### src/rtl/tdm_demux.sv
// Serial TDM receiver: locks onto frame_sync and steers each MSB-first slot
// into its own parallel output word, with per-channel and per-frame strobes.
//
// state | meaning
// HUNT  | unlocked; bits discarded until a bit arrives with frame_sync
// LOCK  | aligned; bits assembled into slots, sync checked at slot 0 bit 0
module tdm_demux #(
  parameter int CHANNELS = 4,
  parameter int WIDTH    = 8
) (
  input  logic                      clk,
  input  logic                      rst,
  input  logic                      din,
  input  logic                      din_en,
  input  logic                      frame_sync,
  output logic [CHANNELS*WIDTH-1:0] dout,
  output logic [CHANNELS-1:0]       ch_valid,
  output logic                      frame_done,
  output logic                      sync_err,
  output logic                      locked
);

  localparam int BW  = (WIDTH > 1) ? $clog2(WIDTH) : 1;
  localparam int SW  = (CHANNELS > 1) ? $clog2(CHANNELS) : 1;
  localparam int SRW = WIDTH - 1;

  typedef enum logic {
    HUNT = 1'b0,
    LOCK = 1'b1
  } state_t;

  state_t                    state, state_nxt;
  logic [BW-1:0]             bit_cnt, bit_cnt_nxt;
  logic [SW-1:0]             slot, slot_nxt;
  logic [SRW-1:0]            shreg, shreg_nxt;
  logic [CHANNELS*WIDTH-1:0] dout_nxt;
  logic [CHANNELS-1:0]       ch_valid_nxt;
  logic                      frame_done_nxt;
  logic                      sync_err_nxt;
  logic [WIDTH-1:0]          word;
  logic                      at_frame_start;
  logic                      word_end;
  logic                      last_slot;

  // Only WIDTH-1 bits are stored: the final bit of a word goes straight to dout.
  assign word           = {shreg, din};
  assign at_frame_start = (slot == '0) && (bit_cnt == '0);
  assign word_end       = (bit_cnt == BW'(WIDTH - 1));
  assign last_slot      = (slot == SW'(CHANNELS - 1));
  assign locked         = (state == LOCK);

  always_ff @(posedge clk or posedge rst) begin
    if (rst) begin
      state      <= HUNT;
      bit_cnt    <= '0;
      slot       <= '0;
      shreg      <= '0;
      dout       <= '0;
      ch_valid   <= '0;
      frame_done <= 1'b0;
      sync_err   <= 1'b0;
    end else begin
      state      <= state_nxt;
      bit_cnt    <= bit_cnt_nxt;
      slot       <= slot_nxt;
      shreg      <= shreg_nxt;
      dout       <= dout_nxt;
      ch_valid   <= ch_valid_nxt;
      frame_done <= frame_done_nxt;
      sync_err   <= sync_err_nxt;
    end
  end

  always_comb begin
    state_nxt      = state;
    bit_cnt_nxt    = bit_cnt;
    slot_nxt       = slot;
    shreg_nxt      = shreg;
    dout_nxt       = dout;
    ch_valid_nxt   = '0;
    frame_done_nxt = 1'b0;
    sync_err_nxt   = 1'b0;

    if (din_en) begin
      case (state)
        HUNT: begin
          if (frame_sync) begin
            state_nxt   = LOCK;
            shreg_nxt   = SRW'(din);
            bit_cnt_nxt = BW'(1);
            slot_nxt    = '0;
          end
        end

        LOCK: begin
          if (at_frame_start && !frame_sync) begin
            // Missing marker: drop lock and this bit.
            sync_err_nxt = 1'b1;
            state_nxt    = HUNT;
            shreg_nxt    = '0;
            bit_cnt_nxt  = '0;
            slot_nxt     = '0;
          end else if (!at_frame_start && frame_sync) begin
            // Early marker: abandon the partial word, realign on this bit.
            sync_err_nxt = 1'b1;
            shreg_nxt    = SRW'(din);
            bit_cnt_nxt  = BW'(1);
            slot_nxt     = '0;
          end else if (word_end) begin
            dout_nxt[int'(slot)*WIDTH +: WIDTH] = word;
            ch_valid_nxt[slot]                  = 1'b1;
            shreg_nxt                           = '0;
            bit_cnt_nxt                         = '0;
            if (last_slot) begin
              slot_nxt       = '0;
              frame_done_nxt = 1'b1;
            end else begin
              slot_nxt = slot + SW'(1);
            end
          end else begin
            shreg_nxt   = word[SRW-1:0];
            bit_cnt_nxt = bit_cnt + BW'(1);
          end
        end

        default: begin
          state_nxt   = HUNT;
          bit_cnt_nxt = '0;
          slot_nxt    = '0;
        end
      endcase
    end
  end

endmodule
### config.mk
export PLATFORM = sky130hd
export DESIGN_NAME = tdm_demux
export DESIGN_NICKNAME = d
export VERILOG_FILES = /design/src/rtl/tdm_demux.sv
export SDC_FILE = /design/constraint.sdc
export NUM_CORES = 1
export LEC_CHECK = 0
export CAP_MARGIN = 20
export CORE_AREA = 2 2 98 62
export CTS_CLUSTER_DIAMETER = 40
export DETAILED_ROUTE_END_ITERATION = 8
export DIE_AREA = 0 0 100 64
export PLACE_DENSITY = 0.68
export SETUP_SLACK_MARGIN = 0.2
export SLEW_MARGIN = 20
export SYNTH_ARGS = -nofsm -noshare
export SYNTH_HDL_FRONTEND = slang
export SYNTH_SLANG_ARGS = --single-unit
export TNS_END_PERCENT = 5
### constraint.sdc
create_clock -name clk -period 3.4 [get_ports clk]
set_input_delay 0.68 -clock clk [delete_from_list [all_inputs] [get_ports clk]]
set_output_delay 0.68 -clock clk [all_outputs]
set_load 0.005 [all_outputs]
# [Yosys cells after proc, flatten, opt, wreduce, memory -nomap -nowiden]
# Cells that the tools add are included.
[op_classes] n_addsub=3 magnitude_cmp=2 eq_ne=4 n_shift=2 mux=37 bitwise_logic=3 reduce_logical=11
[op_table] cell="$neg 5->33" n=1
[op_table] cell="$shift 8x33->32 const A" n=1
[op_table] cell="$shiftx 8x33->32" n=1
[op_table] cell="$bwmux 32" n=1
[op_table] cell="$mux 7" n=4
[op_table] cell="$mux 4" n=5
[op_table] cell="$pmux 7 s2" n=1
[op_table] cell="$mux 1" n=13
[op_table] cell="$mux 3" n=4
[op_table] cell="$mux 2" n=5
[op_table] cell="$pmux 3 s2" n=1
[op_table] cell="$reduce_and 5->1" n=1
[op_table] cell="$logic_and 1x1->1" n=4
[op_table] cell="$ne 4x1->1 const B" n=1
[op_table] cell="$pmux 2 s2" n=1
[op_table] cell="$add 3x1->3 const B" n=1
[op_table] cell="$eq 3x3->1 const B" n=1
[op_table] cell="$logic_not 3->1" n=1
[op_table] cell="$lt 2x3->1 const B" n=1
[op_table] cell="$not 1->1" n=3
[op_table] cell="$reduce_and 3->1" n=1
[op_table] cell="$add 2x1->2 const B" n=1
[op_table] cell="$demux 1 s2" n=1
[op_table] cell="$eq 2x2->1 const B" n=1
[op_table] cell="6 further kinds" n=7
[word_totals] ff_bits=51 in_bits=5 wordCells=70

# [Logic depth before layout (Yosys ltp)]
# Gate-level depths: netlist (run 1).
[depth] depth_word=9 ltp_mapped=12 ltp_nobuf=9

# [Least setup slack after synthesis (run 1)]
# No wires, ideal clock.
[synth_path] path_kind="register to register" startpoint="reg slot[0]" endpoint="reg dout[15]" setup_time_ps=76 arrival_ps=2272 setup_slack_ps=1052 path_stages_with_launch=13 period_less_slack_ps=2348 path_cell_list="dfrtp_1 -> inv_1 -> ha_1 -> buf_2 -> nand2_1 -> or2_2 -> inv_1 -> ha_1 -> and4_1 -> buf_6 -> and2_1 -> buf_6 -> o21ai_1"
[synth_via] elab_chain_len=6 elab_cells_between_ends=12 cone_classes="1 x add/sub; 2 x shift; 1 x mux; 2 x bitwise; 6 x reduce/logical"
[synth_rtl] item="start: declaration" line="34" text="logic [SW-1:0] slot, slot_nxt;"
[synth_rtl] item="start signal: assignment" line="65" text="slot <= slot_nxt;"
[synth_rtl] item="branches (longest 6 deep; another with $neg 5->33)"
[synth_rtl] item="end signal: assignment" line="67" text="dout <= dout_nxt;"
[synth_rtl] item="end: declaration" line="16" text="output logic [CHANNELS*WIDTH-1:0] dout,"
# Several ways; the timed one is not identified.
# A chain may end at the register's enable or synchronous reset.

# [Worst setup path after layout (run 1)]
[layout_path] startpoint="reg slot[0]" endpoint="reg dout[28]"
# The elaborated chain is that of the path after synthesis.

==> impl_results.md, run 1 <==
- Pwr/cell area: 666 nW/um2
- Die width: 100 um
- Minimum clock period: 2.73 ns
- Synth Area in XOR/XNOR: 0%
- Asr flop ratio synth: 100%
- Simple-gate share of the synthesized area: 15.5%
- Fillers: 503
- # IOs: 44
- Min-Delay Path Class: register to register
- Hold Vio Cnt, Final: 0
- Leak: 0.00140 uW
- Nets@finish: 276
- Cell type with the largest total area after synthesis: dfrtp_1
- # rows: 21
- Hold depth: 2
- Detail Placement HPWL: 3520 um
- Most common flop cell mapped by yosys: dfrtp_1
- Die area: 6400 um2
- Hold_sp: dout[15]
- Sequential area share after synthesis: 51.7%
- Initial antenna violation count: 0
- Clock Skew: 0.00587 ns
- Reg2Reg Depth: 11
- Main combinational cell family by area after synthesis: compound AO/OA/AOI/OAI gates
- Final setup violation count: 0
- Vias per cell: 5.14
- Maxcap violations: 0
- GRT Total Usage: 17.8%
- Slew margin rel.: 42.7%
- Drt drc: 0
- Compound-Gate Fraction of Synth Area: 16.1%
- Mux contribution to synthesized area: 0.878%
- Worst slack, placed: 0.701 ns
- Clk root buf: clkbuf_8
- Post-synthesis adder-cell area fraction: 4.65%
- WP data arrival: 2.97 ns
- Final period utilization: 80.2%
- Critical path peak fanout: 17
- TritonCTS buffer count: 5
- Number of port buffers: 43
- Hold EP: dout[15]
- Cell variety after synth: 32
- DR pass1 iterations: 6
- Yosys warning count: 0
- Fmax: 0.367 GHz
- Status: complete, no violations
- Via count of the routed design: 1707
- ANT cells: 0
- Max VDD drop: 0.359 mV
- Die height: 64 um
- Max H-tree Level: 2
- Drt wl/cell: 15.4 um
- Initial drt markers: 147
- RR Endpoint: dout[28]
- CTS Hold Bufs: 0
- Share of the synthesized area in the top cell type: 51.7%
- Synthesized cell area: 2420 um2
- CTS resizes: 0
- Reg clk slew, reported paths: 0.10 ns
- Syn Nets: 239
- Critical path class: register to register
- Ranking of synthesized cells by area: dfrtp_1 52%, o21ai_2 11%, nand4_1 8.3%
- CTS sink cnt: 50
- Antenna Nets Post-Route: 0
- Worst Path Required: 3.64 ns
- Starting Density: 44.3%
- Max Root-Sink Buffers: 2
- Worst setup SP type: register
- Overflow after GRT: 0
- Largest net degree at the start of global routing: 51
- Worst setup EP type: register
- Layout cells sized above 1: 17.9%
- R2R Setup Slk: 0.67 ns
- Cell count after synthesis: 225
- Slew of the pin with the lowest slew margin: 0.858 ns
- Max Transition Viols Final: 0
- Setup bufs post-CTS: 0
- Worst-Skew Late Latency: 0.30 ns
- Worst Slack Setup Final: 0.673 ns
- Vias in the first global route: 1674
- Avg Cell Area, Syn: 10.8 um2
- Area growth syn-to-layout: 21.0%
- Unrepaired setup endpoints after global routing: false
- Layout Utilization: 53.6%
- Total Wirelength: 5100 um
- Setup TNS: 0 ns
- Core box area: 5470 um2
- Post-synth EDFFs: 0
- Final GP Congestion: 0.839
- CTS tree: built
- First-pass GRT wire length: 8890 um
- Seq cells post-synth: 50
- RR Startpoint: slot[0]
power by group:
group | internal, uW | switching [uW] | total [uW]
clock network | 145 | 206 | 351
registers | 731 | 142 | 873
logic | 361 | 366 | 727
total | 1240 | 714 | 1950
synthesized netlist by cell type (2+ instances only):
cell and count:
a22o_1 8, and2_1 3, and3_1 5, buf_2 2, buf_4 4, buf_6 6
clkbuf_1 3, dfrtp_1 50, ha_1 9, inv_1 40, nand2_1 6, nand4_1 32
nor2_1 5, nor3b_2 2, o21ai_1 3, o21ai_2 30, o31ai_1 2
critical path, cell delays in order (launching register included):
cell and delay, ns:
dfrtp_1 0.48, inv_1 0.15, ha_1 0.47, nand2_1 0.07, or2_2 0.31, inv_1 0.06, ha_1 0.24, and4_1 0.25
buf_4 0.20, and2_0 0.16, buf_4 0.17, o21ai_2 0.11
worst max path at each step:
stage                           from       end  slack [ns]  depth (start not counted)
after global placement    frame_sync  dout[28]        0.82                          8
after CTS                    slot[0]  dout[26]        0.68                         11
after floorplan              slot[0]  dout[15]        1.05                         12
after global routing         slot[0]  dout[24]        0.43                         11
after detailed placement     slot[0]  dout[29]        0.70                         11
final                        slot[0]  dout[28]        0.67                         11
cells by family after synthesis:
group                      Yosys count
AOI/OAI and AO/OA                   47
adders and majority gates            9
buffers and inverters               56
DFF                                 50
muxes                                2
and+or+nand+nor                     61
stage by stage:
| step | cells | hold WS, ns | total power [uW] | instance area (um2) |
|---|---|---|---|---|
| 2_1_floorplan | 225 | 0.495 | 1300 | 2420 |
| 3_3_place_gp | 324 | 0.513 | 1590 | 2840 |
| 3_5_place_dp | 324 | 0.513 | 1600 | 2840 |
| 4_1_cts | 332 | 0.530 | 1960 | 2930 |
| 5_1_grt | 332 | 0.555 | 2090 | 2930 |
| 6_report | 332 | 0.528 | 1950 | 2930 |
layout make-up:
cell class	count	area, um2	area share [%]
clock buffers	5	68.8	2.35
clock inverters	3	21.3	0.726
inverters	40	151	5.17
multi-input cells	119	898	30.7
flip-flops and latches	50	1250	42.7
well taps	69	86.3	2.95
repair buffers	46	453	15.5
registers in the layout (all words and copies together), names as in the netlist:
register  cells
locked        1
ch_valid      4
bit_cnt       3
sync_err      1
slot          2
shreg         7
dout         32
cell usage in the layout, fill, tap and decap left out, drive strengths merged, types with 4 or more instances in the layout:
cell type / count
nor2: 5
clkdlybuf4s50: 43
dfrtp: 50
nand2: 6
and2: 4
a22o: 8
and3: 5
nand4: 32
inv: 39
ha: 9
o21ai: 33
clkbuf: 5
layer usage:
layer | track usage [%] | wire, um
met1 | 29.9 | 2800
met2 | 22.0 | 1970
met3 | 4.60 | 314
met4 | 3.42 | 15
met5 | 0 | 0
(Power assumes the default switching activity.)
==> run 2: changes to the inputs <==
PLACE_DENSITY = 0.71   (was 0.68)
clock period = 2.2 ns   (was 3.4 ns; I/O delays follow)
==> impl_results.md, run 2 (synthesized netlist as in run 1, its figures left out) <==
- Unrepaired setup endpoints after global routing: true
- CTS sink cnt: 50 (unchanged)
- Grt met1 use: 28.5% (-1.4 points)
- Nets@finish: 288 (+4.3%)
- Met3 Use GR: 3.72% (-0.88 points)
- Worst hold slack: 0.431 ns (-0.0972 ns)
- Overflow after GRT: 0 (unchanged)
- Layout Utilization: 57.9% (+4.3 points)
- Vias in the first global route: 1685 (+0.66%)
- Pwr/cell area: 1090 nW/um2 (+64%)
- Buffers & Inverters on Critical Path: 4 (unchanged)
- Min-Delay Path Class: primary input to async pin
- Final setup violation count: 0 (unchanged)
- Placed inst area: 2960 um2 (+4.1%)
- Total Wirelength: 5480 um (+7.5%)
- Initial drt markers: 92 (-37%)
- Max H-tree Level: 2 (unchanged)
- Area growth syn-to-layout: 30.7%
- Top flop regs: dout x32, shreg x7, ch_valid x4
- Multi-input gate area: 938 um2 (+4.5%)
- # IOs: 44 (unchanged)
- Hold Vio Cnt, Final: 0 (unchanged)
- Minimum clock period: 1.97 ns (-0.761 ns)
- CTS tree: built
- GR peak layer: met1
- # rows: 21 (unchanged)
- Most common cell after layout, fill and taps aside: dfrtp_1
- Setup TNS: 0 ns (unchanged)
- Worst setup SP type: register
- Slew of the pin with the lowest slew margin: 0.471 ns (-0.387 ns)
- Delay of the slowest critical-path stage: 0.44 ns (-0.04 ns)
- Antenna Nets Post-Route: 0 (unchanged)
- Clock Skew: 0.00766 ns (+0.00179 ns)
- Critical path peak fanout: 18 (+1)
- Max Root-Sink Buffers: 2 (unchanged)
- Max FFs per register: 32 (unchanged)
- GR met2 Demand/Resource: 23.9% (+1.9 points)
- Clk root buf: clkbuf_8
- Critical path class: register to register
- Slew margin rel.: 68.5% (+26 points)
- Maxcap violations: 0 (unchanged)
- Status: complete, no violations
- Worst setup EP type: register
- Fillers: 476 (-5.4%)
- Largest net degree at the start of global routing: 37 (-27%)
- Detail Placement HPWL: 3630 um (+3.2%)
- R2R Setup Slk: 0.23 ns (-0.44 ns)
- Vias per cell: 5.17 (+0.47%)
- Max Transition Viols Final: 0 (unchanged)
- Crit-path cells: inv_4 -> ha_4 -> nand2_1 -> or2_4 -> inv_2 -> ha_4 -> and4_4 -> buf_12 -> clkbuf_16 -> nand4_1 -> o21ai_2
- Worst Path Required: 2.41 ns (-1.23 ns)
- Die area: 6400 um2 (unchanged)
- CTS Hold Bufs: 0 (unchanged)
- Placed cell count: 331 (+2.2%)
- Largest delay share family, worst path: simple AND/OR/NAND/NOR gates
- ANT cells: 0 (unchanged)
- GRT Total Usage: 17.8% (+0.083 points)
- CP dominant cell by count: ha_4
- Number of port buffers: 43 (unchanged)
- Starting Density: 44.3% (unchanged)
- Drt wl/cell: 15.9 um (+3.8%)
- TritonCTS buffer count: 5 (unchanged)
- Fin cells: 344 (+3.6%)
- Via count of the routed design: 1777 (+4.1%)
- Max VDD drop: 0.489 mV (+36%)
- DR pass1 iterations: 4 (-2)
- WP data arrival: 2.18 ns (-0.79 ns)
- Worst-Skew Late Latency: 0.31 ns (about the same)
- Fmax: 0.509 GHz (+39%)
- Reg area: 1250 um2 (about the same)
- Final period utilization: 89.3% (+9.1 points)
- Layout cells sized above 1: 25.5% (+7.6 points)
- Drt drc: 0 (unchanged)
- Die height: 64 um (unchanged)
- Slowest cell on the critical path: dfrtp_2
- First-pass GRT wire length: 8670 um (-2.5%)
- Core box area: 5470 um2 (unchanged)
- Final GP Congestion: 0.782 (-6.8%)
- Reg with most FFs: dout
- Fin area: 3170 um2 (+8.0%)
- Initial antenna violation count: 0 (unchanged)
- Reg clk slew, reported paths: 0.10 ns (about the same)
- Most frequent cells in the layout: 49 x dfrtp_1, 43 x clkdlybuf4s50_1, 36 x inv_1, 32 x nand4_1, 30 x o21ai_2
- Die width: 100 um (unchanged)
- Leak: 0.00150 uW (+7.5%)
## run 2: changes by cell type in the layout (fill, tap and decap cells not counted), sizes merged
| cell | change |
|---|---|
| clkinvlp | -1 |
| clkbuf | +1 |
| buf | +11 |
| clkinv | -2 |
| bufinv | +2 |
| inv | +1 |
## run 2: report_power, final
group          switching [uW]  internal (uW)  total [uW]
clock                     326            456         782
sequential                201           1130        1330
combinational             648            694        1340
## run 2: path summary, 6_finish.rpt
path	start	end	cells past startpoint
setup / recovery	slot[0]	dout[27]	11
hold / removal	rst	shreg[5]	2
setup reg to reg	slot[0]	dout[27]	11
hold reg to reg	dout[15]	dout[15]	2
max in group asynchronous	rst	dout[31]	3
min in group clk	dout[15]	dout[15]	2
## run 2: what timing repair did
| action | CTS | global route |
|---|---|---|
| endpoints found under the setup margin | 13 | 35 |
| cloned | 0 | 1 |
| gates resized for setup | 2 | 2 |
| buffers inserted | 1 | 3 |
## run 2: cell type report
class / count / area share [%]
multi-input combinational: 119 / 29.6
clock inverter: 3 / 2.17
sequential: 50 / 39.6
tap: 69 / 2.73
timing repair buffer: 58 / 18.9
inverter: 40 / 4.82
clock buffer: 5 / 2.17
## run 2: metrics by stage
stage / power (uW) / worst slack, ns
finish: 3460 / 0.235
global route: 3670 / 0.157
CTS: 3440 / 0.209
detailed placement: 2630 / 0.0608
global placement: 2590 / 0.107
floorplan: 2110 / 0.145
## run 2: worst reg2reg max path, stage by stage, from the launching register on
cell	delay, ns
dfrtp_2	0.44
inv_4	0.08
ha_4	0.12
nand2_1	0.04
or2_4	0.24
inv_2	0.06
ha_4	0.19
and4_4	0.19
buf_12	0.12
clkbuf_16	0.16
nand4_1	0.14
o21ai_2	0.06
## run 2: routing by layer
metal,up-vias,part of all wire [%]
li1,876,-
met1,840,53
met2,57,40
met3,4,5.9
met4,0,0.80
met5,-,0
==> run 3: changes to the inputs <==
PLACE_DENSITY = 0.68   (was 0.71)
clock period = 2.3 ns   (was 2.2 ns; I/O delays follow)
==> impl_results.md, run 3 (synthesized netlist as in run 1, its figures left out) <==
- Status: complete, no violations
- Final GP Congestion: 0.754 (-3.6%)
- Worst Path Required: 2.55 ns (+0.14 ns)
- Hold Vio Cnt, Final: 0 (unchanged)
- Starting Density: 44.3% (unchanged)
- WP data arrival: 2.29 ns (+0.11 ns)
- Drt drc: 0 (unchanged)
- Fin area: 3160 um2 (-0.20%)
- Die area: 6400 um2 (unchanged)
- GRT Total Usage: 17.2% (-0.63 points)
- Fmax: 0.489 GHz (-3.9%)
- Pwr/cell area: 1040 nW/um2 (-4.6%)
- DR pass1 iterations: 4 (unchanged)
- Critical path peak fanout: 11 (-7)
- Drt wl/cell: 14.9 um (-6.3%)
- Reg clk slew, reported paths: 0.10 ns (about the same)
- Via count of the routed design: 1759 (-1.0%)
- Vias per cell: 5.07 (-1.9%)
- TritonCTS buffer count: 5 (unchanged)
- Vias in the first global route: 1625 (-3.6%)
- Slew margin rel.: 67.9% (-0.62 points)
- Largest net degree at the start of global routing: 51 (+38%)
- Top flop regs: dout x32, shreg x7, ch_valid x4
- Final period utilization: 88.9% (-0.41 points)
- # IOs: 44 (unchanged)
- Most frequent cells in the layout: 49 x dfrtp_1, 43 x clkdlybuf4s50_1, 36 x inv_1, 32 x nand4_1, 30 x o21ai_2
- Leak: 0.00151 uW (+0.39%)
- Unrepaired setup endpoints after global routing: true
- Nets@finish: 291 (+1.0%)
- Critical path class: register to register
- Min-Delay Path Class: primary input to async pin
- Clk root buf: clkbuf_8
- CTS Hold Bufs: 0 (unchanged)
- Total Wirelength: 5180 um (-5.5%)
- Worst setup EP type: register
- Max Transition Viols Final: 0 (unchanged)
- Final setup violation count: 0 (unchanged)
- Reg2Reg Depth: 11 (unchanged)
- Slew of the pin with the lowest slew margin: 0.480 ns (+0.00889 ns)
- # rows: 21 (unchanged)
- Setup TNS: 0 ns (unchanged)
- Placed inst area: 2990 um2 (+1.1%)
- Layout cells sized above 1: 25.2% (-0.27 points)
- Clock Skew: 0.00817 ns (+0.000512 ns)
- Reg with most FFs: dout
- Minimum clock period: 2.05 ns (+0.0799 ns)
- Maxcap violations: 0 (unchanged)
- Worst setup SP type: register
- Max H-tree Level: 2 (unchanged)
- Core box area: 5470 um2 (unchanged)
- Worst-Skew Late Latency: 0.31 ns (about the same)
- ANT cells: 0 (unchanged)
- Die height: 64 um (unchanged)
- CTS sink cnt: 50 (unchanged)
- Max Root-Sink Buffers: 2 (unchanged)
- Die width: 100 um (unchanged)
- Max FFs per register: 32 (unchanged)
- Detail Placement HPWL: 3540 um (-2.6%)
- Antenna Nets Post-Route: 0 (unchanged)
- Most common cell after layout, fill and taps aside: dfrtp_1
- Overflow after GRT: 0 (unchanged)
- Area growth syn-to-layout: 30.4%
- First-pass GRT wire length: 8450 um (-2.6%)
- Initial antenna violation count: 0 (unchanged)
- Number of port buffers: 43 (unchanged)
- Initial drt markers: 75 (-18%)
- CTS tree: built
- Max VDD drop: 0.497 mV (+1.7%)
[run 3: cell types whose count changed in the layout (fill, tap and decap cells not counted), sizes merged]
cell    before  now
buf         14   18
clkbuf       6    5
[run 3: what timing repair did]
action,CTS,global route
resized for setup,1,2
buffers inserted,0,4
endpoints found under the setup margin,10,32
[run 3: layer usage]
| layer | up-vias | global-route usage (%) | part of all wire (%) |
|---|---|---|---|
| li1 | 878 | - | - |
| met4 | 0 | 5.14 | 1.1 |
| met5 | - | 0 | 0 |
| met3 | 6 | 4.70 | 4.8 |
| met2 | 46 | 21.6 | 38 |
| met1 | 829 | 28.0 | 56 |
[run 3: report_power, final]
group,internal [uW],leakage (uW),switching [uW],total (uW)
combinational,667,0.000919,603,1270
clock,436,0.0000683,310,746
sequential,1080,0.000520,194,1280
total,2180,0.00151,1110,3290
[run 3: final timing paths]
| check | from | endpoint | slack (ns) |
|---|---|---|---|
| max in group asynchronous | rst | slot[0] | 1.57 |
| max | slot[1] | dout[30] | 0.25 |
| max reg2reg | slot[1] | dout[30] | 0.25 |
| min reg2reg | dout[17] | dout[17] | 0.53 |
| min | rst | dout[23] | 0.50 |
| min in group clk | dout[17] | dout[17] | 0.53 |
[run 3: area by class of cell]
type / instances / area (um2)
Timing Repair Buffer: 61 / 603
Clock inverter: 3 / 68.8
Inverter: 40 / 150
Sequential cell: 50 / 1250
Fill cell: 467 / 2310
Multi-Input combinational cell: 119 / 930
Tap cell: 69 / 86.3
Clock buffer: 5 / 68.8
[run 3: worst max-delay path, cell delays in order, from the launching register on]
cell and delay [ns]:
dfrtp_1 0.43, inv_2 0.10, ha_4 0.13, nand2_1 0.04, or2_4 0.24, inv_2 0.06
ha_4 0.19, and4_1 0.17, buf_4 0.17, and2_0 0.15, buf_4 0.17, o21ai_2 0.12
[run 3: stage by stage]
stage          instances  power (uW)  util (%)  setup WS, ns  hold slack (ns)
3_3_place_gp         335        2470      54.7        0.0917            0.515
3_5_place_dp         335        2500      54.7        0.0591            0.517
6_report             347        3290      57.8         0.255            0.501
4_1_cts              343        3250      57.2         0.187            0.513
5_1_grt              347        3490      57.8         0.175            0.541
2_1_floorplan        225        2010         -         0.240            0.498
